==> src/rtl/match_pkg.sv <==
// Shared phase encoding and finish codes for the match controller and the VGA overlay.
package match_pkg;

  typedef enum logic [2:0] {
    IDLE      = 3'd0,
    INTRO     = 3'd1,
    FIGHT     = 3'd2,
    PAUSE     = 3'd3,
    ROUND_END = 3'd4,
    MATCH_END = 3'd5
  } phase_e;

  localparam logic [1:0] RUNNING = 2'b00;
  localparam logic [1:0] P1_WIN  = 2'b01;
  localparam logic [1:0] P2_WIN  = 2'b11;

endpackage

==> src/rtl/match_controller_sec_tick_gen.sv <==
// One-second tick generator: counts 0..TERMINAL-1 and flags the terminal count.
module sec_tick_gen #(
  parameter int TERMINAL = 100_000_000
) (
  input  logic clk,
  input  logic rst_n,
  input  logic clear,
  output logic sec_tick
);

  localparam int              CNT_W = (TERMINAL > 1) ? $clog2(TERMINAL) : 1;
  localparam logic [CNT_W-1:0] LAST = CNT_W'(TERMINAL - 1);

  logic [CNT_W-1:0] cnt;

  always_ff @(posedge clk or negedge rst_n) begin
    if (!rst_n)
      cnt <= '0;
    else if (clear || cnt == LAST)
      cnt <= '0;
    else
      cnt <= cnt + CNT_W'(1);
  end

  assign sec_tick = (cnt == LAST);

endmodule

==> src/rtl/match_controller.sv <==
// Round/match sequencer: holds the game core in reset through countdowns, tallies
// round wins to a best-of-N match winner and supports pause.
module match_controller
  import match_pkg::*;
#(
  parameter int TICKS_PER_SEC  = 100_000_000,
  parameter int COUNTDOWN_SECS = 3,
  parameter int END_HOLD_SECS  = 2,
  parameter int ROUNDS_TO_WIN  = 2
) (
  input  logic       clk,
  input  logic       reset,
  input  logic       start_btn,
  input  logic [1:0] finish,
  output logic       game_rst_n,
  output logic       inputs_enable,
  output logic [2:0] phase,
  output logic [1:0] countdown,
  output logic [2:0] round_num,
  output logic [1:0] p1_rounds,
  output logic [1:0] p2_rounds,
  output logic [1:0] match_winner
);

  localparam int              HOLD_W    = $clog2(END_HOLD_SECS + 1);
  localparam logic [1:0]      CD_INIT   = 2'(COUNTDOWN_SECS);
  localparam logic [1:0]      WIN_CNT   = 2'(ROUNDS_TO_WIN);
  localparam logic [HOLD_W-1:0] HOLD_INIT = HOLD_W'(END_HOLD_SECS);

  logic [1:0]        rst_sync;
  logic              rst_n;
  phase_e            state;
  logic              start_prev;
  logic              start_edge;
  logic              sec_tick;
  logic              tick_clr;
  logic [HOLD_W-1:0] hold_cnt;

  // NOTE: reset asserts asynchronously but releases only after two clean clk
  // edges, so no flop sees a deassertion close to its active edge.
  always_ff @(posedge clk or negedge reset) begin
    if (!reset) rst_sync <= 2'b00;
    else        rst_sync <= {rst_sync[0], 1'b1};
  end
  assign rst_n = rst_sync[1];

  assign start_edge = start_btn & ~start_prev;
  assign phase      = state;

  // Restart the second counter on every state change so each second is full length.
  // NOTE: always_comb assigns a default first so no path can infer a latch.
  always_comb begin
    tick_clr = 1'b0;
    case (state)
      IDLE, MATCH_END: tick_clr = start_edge;
      INTRO:           tick_clr = sec_tick && (countdown == 2'd1);
      FIGHT, PAUSE:    tick_clr = finish[0] || start_edge;
      ROUND_END:       tick_clr = sec_tick && (hold_cnt == HOLD_W'(1));
      default:         tick_clr = 1'b1;
    endcase
  end

  sec_tick_gen #(.TERMINAL(TICKS_PER_SEC)) u_sec_tick (
    .clk      (clk),
    .rst_n    (rst_n),
    .clear    (tick_clr),
    .sec_tick (sec_tick)
  );

  // NOTE: all state and outputs update with non-blocking assignments so every
  // decision below reads the values from before this edge.
  always_ff @(posedge clk or negedge rst_n) begin
    if (!rst_n) begin
      state         <= IDLE;
      start_prev    <= 1'b1;
      game_rst_n    <= 1'b0;
      inputs_enable <= 1'b0;
      countdown     <= 2'd0;
      round_num     <= 3'd1;
      p1_rounds     <= 2'd0;
      p2_rounds     <= 2'd0;
      match_winner  <= RUNNING;
      hold_cnt      <= '0;
    end else begin
      start_prev <= start_btn;
      case (state)
        IDLE, MATCH_END: begin
          if (start_edge) begin
            state         <= INTRO;
            countdown     <= CD_INIT;
            round_num     <= 3'd1;
            p1_rounds     <= 2'd0;
            p2_rounds     <= 2'd0;
            match_winner  <= RUNNING;
            game_rst_n    <= 1'b0;
            inputs_enable <= 1'b0;
          end
        end
        INTRO: begin
          if (sec_tick) begin
            if (countdown == 2'd1) begin
              state         <= FIGHT;
              countdown     <= 2'd0;
              game_rst_n    <= 1'b1;
              inputs_enable <= 1'b1;
            end else begin
              countdown <= countdown - 2'd1;
            end
          end
        end
        FIGHT, PAUSE: begin
          // A round result outranks a same-cycle pause toggle.
          if (finish[0]) begin
            if (finish[1]) begin
              if (p2_rounds != WIN_CNT) p2_rounds <= p2_rounds + 2'd1;
            end else begin
              if (p1_rounds != WIN_CNT) p1_rounds <= p1_rounds + 2'd1;
            end
            state         <= ROUND_END;
            inputs_enable <= 1'b0;
            hold_cnt      <= HOLD_INIT;
          end else if (start_edge) begin
            state         <= (state == FIGHT) ? PAUSE : FIGHT;
            inputs_enable <= (state == PAUSE);
          end
        end
        ROUND_END: begin
          if (sec_tick) begin
            if (hold_cnt == HOLD_W'(1)) begin
              if (p1_rounds == WIN_CNT || p2_rounds == WIN_CNT) begin
                state        <= MATCH_END;
                match_winner <= (p1_rounds == WIN_CNT) ? P1_WIN : P2_WIN;
              end else begin
                state      <= INTRO;
                round_num  <= round_num + 3'd1;
                countdown  <= CD_INIT;
                game_rst_n <= 1'b0;
              end
            end else begin
              hold_cnt <= hold_cnt - HOLD_W'(1);
            end
          end
        end
        default: begin
          state         <= IDLE;
          game_rst_n    <= 1'b0;
          inputs_enable <= 1'b0;
        end
      endcase
    end
  end

endmodule

==> config.mk <==
export PLATFORM = sky130hd
export DESIGN_NAME = match_controller
export DESIGN_NICKNAME = d
export VERILOG_FILES = /design/src/rtl/match_pkg.sv /design/src/rtl/match_controller_sec_tick_gen.sv /design/src/rtl/match_controller.sv
export SDC_FILE = /design/constraint.sdc
export NUM_CORES = 1
export LEC_CHECK = 0
export ABC_AREA = 1
export CAP_MARGIN = 15
export CORE_UTILIZATION = 55
export DETAILED_ROUTE_END_ITERATION = 10
export HOLD_SLACK_MARGIN = 0.12
export PLACE_DENSITY = 0.76
export SETUP_SLACK_MARGIN = 0.15
export SYNTH_ARGS = -nofsm -noshare
export SYNTH_HDL_FRONTEND = slang
export SYNTH_SLANG_ARGS = --single-unit
export TNS_END_PERCENT = 10
==> constraint.sdc <==
create_clock -name clk -period 1.6 [get_ports clk]
set_input_delay 0.4 -clock clk [delete_from_list [all_inputs] [get_ports clk]]
set_output_delay 0.4 -clock clk [all_outputs]
set_load 0.1 [all_outputs]
## Yosys cells after proc, flatten, opt, wreduce, memory -nomap -nowiden

Cells that the tools add are included.

- Logic and storage cells: 120
- Memory bits (writable): 0
- Memories kept: 0
- Memory bits (read-only): 0
- Input bits: 5
- Register bits: 48
- Bits in latches: 0

- Shifts and indexed selects: 0
- Equality and inequality tests: 26
- Bitwise operators: 4
- Order comparisons: 0
- $add $sub $neg: 6
- Reduce and logical (&&, ||, !) cells: 21
- Multiplexer cells: 51
- Multiply operators: 0
- Divide/modulo/power cells: 0

Operators with widths:

| cell | number |
|---|---|
| two-way mux 2 bit | 20 |
| two-way mux 3 bit | 11 |
| inequality test 2 bit, second input constant | 15 |
| adder 27 x 1 -> 27 bit, second input constant | 1 |
| equality test 27 bit, second input constant | 1 |
| two-way mux 27 bit | 1 |
| AND reduction 5 bit | 5 |
| case mux 2 bit (2 select lines) | 4 |
| case mux 1 bit (4 select lines) | 3 |
| case mux 3 bit (4 select lines) | 1 |
| AND reduction 6 bit | 2 |
| two-way mux 1 bit | 9 |
| AND reduction 7 bit | 1 |
| equality test 3 x 2 -> 1 bit, second input constant | 2 |
| equality test 3 bit, second input constant | 2 |
| case mux 2 bit (3 select lines) | 1 |
| case mux 3 bit (2 select lines) | 1 |
| nonzero test 2 bit | 3 |
| adder 2 x 1 -> 2 bit, second input constant | 2 |
| equality test 2 x 1 -> 1 bit, second input constant | 2 |
| equality test 2 bit, second input constant | 2 |
| AND reduction 4 bit | 1 |
| OR reduction 2 bit | 2 |
| subtractor 2 x 1 -> 2 bit, second input constant | 2 |
| other kinds (9) | 14 |

## Depth between registers and ports, before layout

Gate-level depths: netlist (run 1).

- Depth in word-level cells: 6
- Gate-level depth with buffers: 11
- Depth with buffers taken out: 11

## Hierarchy

A second synthesis (run 1) with hierarchy kept.

- Cells, all modules: 407
- Area, all modules: 2886.5 µm²

Modules (own cells, without submodules):

| module | times used | area each (µm²) | cells an instance |
|---|---|---|---|
| sec_tick_gen | 1 | 1632.8 | 240 |
| match_controller | 1 | 1253.7 | 167 |

## Least setup slack after synthesis (run 1)

Ideal clock, no wire load.

- Path type: register to register
- From: register state[0], in the netlist phase[0]
- To: register match_winner[0]
- Slack: -0.481 ns
- Cell stages (with the launch flop): 10
- Setup time: 0.127 ns
- Arrival: 1.953 ns
- Cell sequence: dfrtp_1 inv_1 nor2_1 nor2_1 nand3_2 nand2_1 inv_2 nand4_2 nand2_1 o21ai_1

- Longest elaborated chain between the ends: 4
- Elaborated cells between the ends (all ways): 11
- Classes of those cells: 6 x eq/ne; 1 x mux; 4 x reduce/logical

Ends and longest elaborated chain:

| what | RTL line | source |
|---|---|---|
| start, declared | match_controller.sv:32 | `phase_e state;` |
| start signal, assigned | match_controller.sv:123 | `state <= (state == FIGHT) ? PAUSE : FIGHT;` |
| equality test 3 bit or logical NOT 3 bit (tied branches) | match_controller.sv:86 | `case (state)` |
| OR reduction 2 bit | match_controller.sv:86 |  |
| inequality test 2 bit (no line) or nonzero test 2 bit (tied branches) | - |  |
| AND reduction 5 bit (no line) | - |  |
| end signal, assigned | match_controller.sv:132 | `match_winner <= (p1_rounds == WIN_CNT) ? P1_WIN : P2_WIN;` |
| end, declared | match_controller.sv:22 | `output logic [1:0] match_winner` |

Several ways; a longest one is shown, not always the timed one.
A chain may end at the register's enable or synchronous reset.

## Worst setup path in the final report (run 1)

- From: register u_sec_tick.cnt[11]
- To: register state[0], in the netlist phase[0]

- Longest elaborated chain between the ends: 3
- Elaborated cells between the ends (all ways): 4
- Classes of those cells: 3 x eq/ne; 1 x reduce/logical

Ends and longest elaborated chain:

| what | RTL line | source |
|---|---|---|
| start, declared | match_controller_sec_tick_gen.sv:14 | `logic [CNT_W-1:0] cnt;` |
| start signal, assigned | match_controller_sec_tick_gen.sv:22 | `cnt <= cnt + CNT_W'(1);` |
| equality test 27 bit (*) | match_controller_sec_tick_gen.sv:25 | `assign sec_tick = (cnt == LAST);` |
| inequality test 2 bit (no line) | - |  |
| AND reduction 6 bit (no line) (*) | - |  |

Mark *: on every way between the ends. The rest lies on a longest branch, timed or not.

==> results of run 1 <==
[layout make-up]
cell class,count,area [µm²]
well taps,67,83.8
clock buffers,8,90.1
repair buffers,59,679
flip-flops and latches,48,1240
multi-input cells,256,1590
fillers,284,932
inverters,44,173
[timing repair]
item | in CTS | in global routing
pin swaps | 10 | 27
resized for setup | 19 | 46
setup endpoints to repair | 48 | 48
setup buffers | 7 | 7
[where the power goes]
part | switching [W] | total [W] | internal, W
clock | 0.000408 | 0.000761 | 0.000353
combinational | 0.00239 | 0.00376 | 0.00137
sequential | 0.000327 | 0.00183 | 0.00150
total | 0.00312 | 0.00634 | 0.00322
[state kept, by name, summed over array words and instances (netlist names), 2 cells and up]
signal	count
u_sec_tick.cnt	27
phase	3
round_num	3
countdown	2
hold_cnt	2
match_winner	2
p1_rounds	2
p2_rounds	2
rst_sync	2
[worst reg2reg max path: stages (launching register included)]
cell	delay (ps)
dfrtp_1	420
inv_1	100
nand2_1	50
nor2_1	120
nand2_1	120
nor2_4	140
nand2_4	110
nand2_1	150
nand2_2	110
nor2_4	140
nand2_1	60
nand2_1	80
[metrics by stage]
stage	cell area [µm²]	total power (W)
after floorplan	2800	0.00408
after global placement	3430	0.00517
after detailed placement	3430	0.00526
after CTS	3650	0.00613
after global routing	3850	0.00667
final	3850	0.00634
[Yosys cell counts (all sizes together), types with 3 or more instances]
master,number,area share [%]
nand2,82,12
nor2,71,11
dfrtp,46,42
inv,44,6.1
nand3,23,5.3
o21ai,15,2.9
nor3,12,3.0
xor2,12,3.8
nand4,9,2.8
a21oi,6,1.1
ha,6,2.7
xnor2,4,1.3
and3,3,0.68
o21bai,3,0.82
[per-layer routing]
| layer | vias to the layer above | wire length, µm | part of all wire [%] |
|---|---|---|---|
| met5 | - | 0 | 0 |
| met4 | 0 | 161 | 2.3 |
| met3 | 19 | 438 | 6.2 |
| met2 | 98 | 3330 | 47 |
| met1 | 1258 | 3090 | 44 |
| li1 | 1254 | - | - |
[path summary, 6_finish.rpt]
| check | cells past startpoint | to | from |
|---|---|---|---|
| min in group clk | 1 | start_prev$_DFF_PN1_ | start_btn |
| max | 11 | phase[0]$_DFFE_PN0P_ | u_sec_tick.cnt[11]$_DFF_PN0_ |
| max in group asynchronous | 1 | round_num[0]$_DFFE_PN1P_ | rst_sync[1]$_DFF_PN0_ |
| min | 1 | countdown[1]$_DFFE_PN0P_ | rst_sync[1]$_DFF_PN0_ |
| max reg2reg | 11 | phase[0]$_DFFE_PN0P_ | u_sec_tick.cnt[11]$_DFF_PN0_ |
| min reg2reg | 1 | countdown[1]$_DFFE_PN0P_ | rst_sync[1]$_DFF_PN0_ |
[kinds of logic after synthesis]
family	share of synthesized area, %
AOI/OAI and AO/OA	5.98
adders and majority gates	2.72
DFF	43.6
xor gates and xnor gates	5.07
and+or+nand+nor	35.9
buffers and inverters	6.62
other	0.136
==> summary.txt, run 1 <==
Global routing
  – Vias in the first global route: 2335
  – Total grt overflow: 0
  – First-pass GRT wire length: 10700 µm
  – Largest net degree at the start of global routing: 47
  – GRT Util Overall: 26.2%
  – M3 GR Usage: 4.56%
  – Met2 GRT Util: 41.8%
  – Initial antenna violation count: 0
  – M1 GR Usage: 37.0%
  – Top Usage Layer GRT: met2

STA
  – Achievable frequency: 603 MHz
  – Final period utilization: 104%
  – Clock skew: 11.8 ps
  – Hold WS: 225 ps
  – RSZ-0062 raised after global routing: yes
  – PnR worst setup slack: -58.4 ps
  – Final setup fails: 5
  – Final Hold Viols: 0
  – Max-slew violations: 0
  – Total Negative Setup Slacks: -174 ps
  – Post-layout min period: 1660 ps

Routing
  – Antenna Nets Post-Route: 0
  – Vias: 2629
  – Drt wl/cell: 14.6 µm
  – Initial DRC Count: 172
  – DRT Wirelength: 7020 µm
  – Remaining DRCs: 0
  – Drt pass-1 iters: 6
  – Vias per inst: 5.45

Yosys
  – Syn_area_per_cell: 7.89 µm²
  – Synth Flop Type: dfrtp_1
  – Number of flops mapped to enable cells by yosys: 0
  – Cell area after synthesis: 0.00276 mm²
  – Gate Count Post-Synth: 350
  – Fraction of registers with async set or reset after synthesis: 100%
  – Yosys reg bits: 48
  – Netlist cell types: 37
  – Synth warnings: 0
  – Post-Syn Nets: 361
  – Sequential area share after synthesis: 43.6%

Floorplanning
  – # rows: 25
  – Die ar.: 0.00531 mm²
  – Die Wd: 72.9 µm
  – IO Pins: 21
  – Initial Util: 57.7%
  – Die H: 72.9 µm
  – Core area: 0.00479 mm²

Power and ir drop
  – Lkg Pwr: 1.72 nW
  – Power density over the cells: 1650 mW/mm²
  – Worst VDD drop: 1.61 mV

Setup path
  – Worst path cell trace: inv_1, nand2_1, nor2_1, nand2_1, nor2_4, nand2_4, nand2_1, nand2_2, nor2_4, nand2_1, nand2_1
  – CP bufs+invs: 1
  – R2r setup slk: -60 ps
  – Setup CP Type: flip-flop to flip-flop
  – Top delay family on crit path: simple AND/OR/NAND/NOR gates
  – Peak per-stage delay on the critical path: 420 ps
  – CP startpoint kind: flip-flop
  – Critical Path AT: 1900 ps
  – CP dominant cell by count: nand2_1
  – Critical Path RT: 1840 ps
  – Crit. End Element: flip-flop
  – Critical-path maximum fanout: 4
  – Worst path slowest cell: dfrtp_1

Placement
  – Detailed Place HPWL: 4530 µm
  – Setup slack at placement: -339 ps
  – Placed cells: 460
  – GP Congestion: 0.906
  – Number of port buffers: 20

Clocking
  – Clk_lat worst skew: 310 ps
  – Cts hold-fix bufs: 0
  – Worst-path clk slew: 90 ps
  – Maximum clock insertion buffer count: 2
  – H-tree depth: 2
  – Num CTS Buffers: 5
  – TritonCTS clock tree: done
  – Clk sinks: 48
  – Clock root buffer: clkbuf_8

Flow run
  – Total of max-cap violations: 0

Layout
  – Most frequent cells in the layout: nand2_1, nor2_1, buf_4, dfrtp_1, inv_1
  – NumNets Final: 425
  – Post-layout util: 80.5%
  – Diodes inserted: 0
  – Final Non-Filler Cells: 482
  – Commonest non-fill, non-tap cell in the layout: nand2_1
  – Area grow syn2layout: 39.6%
  – Share of cells above drive strength 1: 36.1%

Status
  – Violated checks: setup timing
  – Outcome: finished with violations

Hold path
  – Hold/Removal Path Class: flip-flop to asynchronous set/reset pin
Note: power is estimated with default switching activity, not from simulation.
==> run 2, diff against run 1 <==
Settings changed: CORE_MARGIN set to 2, HOLD_SLACK_MARGIN 0.12 to 0.02.
==> summary.txt, run 2 (synthesis results as in run 1) <==
Setup path
  – Crit. End Element: flip-flop
  – R2r setup slk: -30 ps (+30 ps)
  – Cells on worst reg2reg path: 10 (-1)
  – CP dominant cell by count: nand2_1
  – Worst path slowest cell: dfrtp_1
  – Critical-path maximum fanout: 4 (unchanged)
  – R2r endpoint: countdown[1]$_DFFE_PN0P_
  – Critical Path RT: 1780 ps (-60 ps)
  – Worst path cell trace: inv_1, nand2_1, nor2_1, nand2_1, nor2_4, nand2_4, o21ai_2, nand3_2, nand2_1, o21ai_1
  – CP startpoint kind: flip-flop
  – Peak per-stage delay on the critical path: 460 ps (+40 ps)
  – FF-to-FF Start: u_sec_tick.cnt[11]$_DFF_PN0_
  – Setup CP Type: flip-flop to flip-flop
  – Critical Path AT: 1820 ps (-80 ps)

Clocking
  – Clock root buffer: clkbuf_8
  – Clk sinks: 48 (unchanged)
  – Clk_lat worst skew: 310 ps (about the same)
  – Worst-path clk slew: 90 ps (about the same)
  – Maximum clock insertion buffer count: 2 (unchanged)
  – H-tree depth: 2 (unchanged)
  – Num CTS Buffers: 5 (unchanged)
  – TritonCTS clock tree: done

Placement
  – Placed Area: 0.00340 mm² (-0.66%)
  – Setup slack at placement: -355 ps (-15.4 ps)
  – Detailed Place HPWL: 4680 µm (+3.5%)
  – GP Congestion: 0.920 (+1.5%)
  – Number of port buffers: 20 (unchanged)

Layout
  – Post-route cell area: 0.00387 mm² (+0.45%)
  – Most frequent cells in the layout: nand2_1, nor2_1, dfrtp_1, inv_1, buf_4
  – Share of cells above drive strength 1: 35.6% (-0.53 points)
  – NumNets Final: 420 (-1.2%)
  – Max FFs per register: 27 (unchanged)
  – Area grow syn2layout: 40.2%
  – Commonest non-fill, non-tap cell in the layout: nand2_1
  – Biggest register: u_sec_tick.cnt
  – Diodes inserted: 0 (unchanged)

Floorplanning
  – Die ar.: 0.00560 mm² (+5.6%)
  – Die Wd: 74.9 µm (+2.7%)
  – # rows: 25 (unchanged)
  – Die H: 74.9 µm (+2.7%)
  – Initial Util: 57.7% (unchanged)
  – IO Pins: 21 (unchanged)
  – Core area: 0.00479 mm² (unchanged)

Routing
  – Initial DRC Count: 251 (+46%)
  – Remaining DRCs: 0 (unchanged)
  – Vias: 2643 (+0.53%)
  – DRT Wirelength: 7450 µm (+6.1%)
  – Drt wl/cell: 15.6 µm (+7.2%)
  – Vias per inst: 5.54 (+1.6%)
  – Drt pass-1 iters: 5 (-1)
  – Antenna Nets Post-Route: 0 (unchanged)

Status
  – Violated checks: setup timing
  – Outcome: finished with violations

STA
  – PnR worst setup slack: -32.0 ps (+26.3 ps)
  – Clock skew: 14.8 ps (+3.00 ps)
  – Post-layout min period: 1630 ps (-26.3 ps)
  – Hold WS: 136 ps (-89.2 ps)
  – Achievable frequency: 613 MHz (+1.6%)
  – Final setup fails: 5 (unchanged)
  – Final Hold Viols: 0 (unchanged)
  – Final period utilization: 102% (-1.6 points)
  – RSZ-0062 raised after global routing: yes
  – Max-slew violations: 0 (unchanged)

Power and ir drop
  – Combinational share of power: 59.3% (about the same)
  – Int Power: 0.00342 W (+6.0%)
  – Net Sw Frac: 48.5% (-0.75 points)
  – Sequential power share: 27.6% (-1.2 points)
  – Power density over the cells: 1710 mW/mm² (+4.0%)
  – Worst VDD drop: 1.44 mV (-10%)
  – Lkg Pwr: 1.71 nW (-0.56%)
  – Design Power: 0.00663 W (+4.5%)
  – Clk network pwr share: 13.1% (+1.1 points)
  – Switch Pwr: 0.00321 W (+2.9%)

Hold path
  – Hold/Removal Path Class: flip-flop to asynchronous set/reset pin

Global routing
  – GRT Util Overall: 25.0% (-1.3 points)
  – Initial antenna violation count: 0 (unchanged)
  – Largest net degree at the start of global routing: 37 (-21%)
  – First-pass GRT wire length: 10700 µm (+0.58%)
  – Total grt overflow: 0 (unchanged)
  – Vias in the first global route: 2451 (+5.0%)

Flow run
  – Total of max-cap violations: 0 (unchanged)
run 2: changes by cell type in the layout (fill, tap and decap cells not counted), moves of 2 or more:
cell / previous run / this run
buf_4: 35 / 24
buf_6: 3 / 9
inv_2: 12 / 10
nand2_2: 7 / 5
run 2: critical path: cells and delay by family, from the launching register on:
| family | cells | cell delay [ps] |
|---|---|---|
| flops | 1 | 460 |
| buf+inv | 1 | 120 |
| simple gates | 7 | 750 |
| compound gates | 2 | 180 |
run 2: timing repair:
item                                   CTS  global route
setup buffers                            4             8
gates resized for setup                 18            56
pin swaps                                4            22
hold buffers                             0             0
setup endpoints to repair               48            48
cloned                                   0             0
endpoints found under the hold margin    0             0
run 2: routing by layer:
metal	global-route usage, %	up-vias	share of wire, %	wire, µm
met2	39.7	142	48	3610
met1	35.5	1240	42	3100
met5	0	-	0	0
met3	4.02	28	6.6	495
met4	7.14	0	3.3	249
li1	-	1233	-	-
run 2: per-stage QoR:
step	util (%)	setup TNS, ps	cells
finish	80.9	-76.4	477
global route	80.9	-958	477
CTS	75.5	0	469
global placement	71.1	-6700	457
floorplan	-	-11.1	350
detailed placement	71.1	-9530	457
run 2: area by class of cell:
cell class / count / area (µm²)
sequential: 48 / 1240
fill: 260 / 915
clock inverter: 2 / 35.0
multi-input combinational: 256 / 1600
timing repair buffer: 54 / 664
inverter: 44 / 178
clock buffer: 6 / 72.6
tap: 67 / 83.8
run 2: worst max path at each step:
stage                                             from                           to  slack, ps  cells after the start
after global placement                       start_btn  match_winner[0]$_DFFE_PN0P_       -240                     10
after detailed placement                     start_btn  match_winner[1]$_DFFE_PN0P_       -350                     10
after floorplan                   phase[1]$_DFFE_PN0P_      hold_cnt[1]$_DFFE_PN0P_        -10                      8
after global routing      u_sec_tick.cnt[12]$_DFF_PN0_         phase[2]$_DFFE_PN0P_       -100                      8
after CTS                         phase[1]$_DFFE_PN0P_                     phase[1]         50                      2
final                     u_sec_tick.cnt[11]$_DFF_PN0_     countdown[1]$_DFFE_PN0P_        -30                     10
run 2: power by group through the flow:
| stage | sequential [W] | clock, W | combinational, W |
|---|---|---|---|
| 2_1_floorplan | 0.00272 | 0 | 0.00136 |
| 3_3_place_gp | 0.00181 | 0 | 0.00335 |
| 3_5_place_dp | 0.00183 | 0 | 0.00341 |
| 4_1_cts | 0.00181 | 0.000874 | 0.00352 |
| 5_1_grt | 0.00186 | 0.000922 | 0.00417 |
| 6_report | 0.00183 | 0.000871 | 0.00393 |
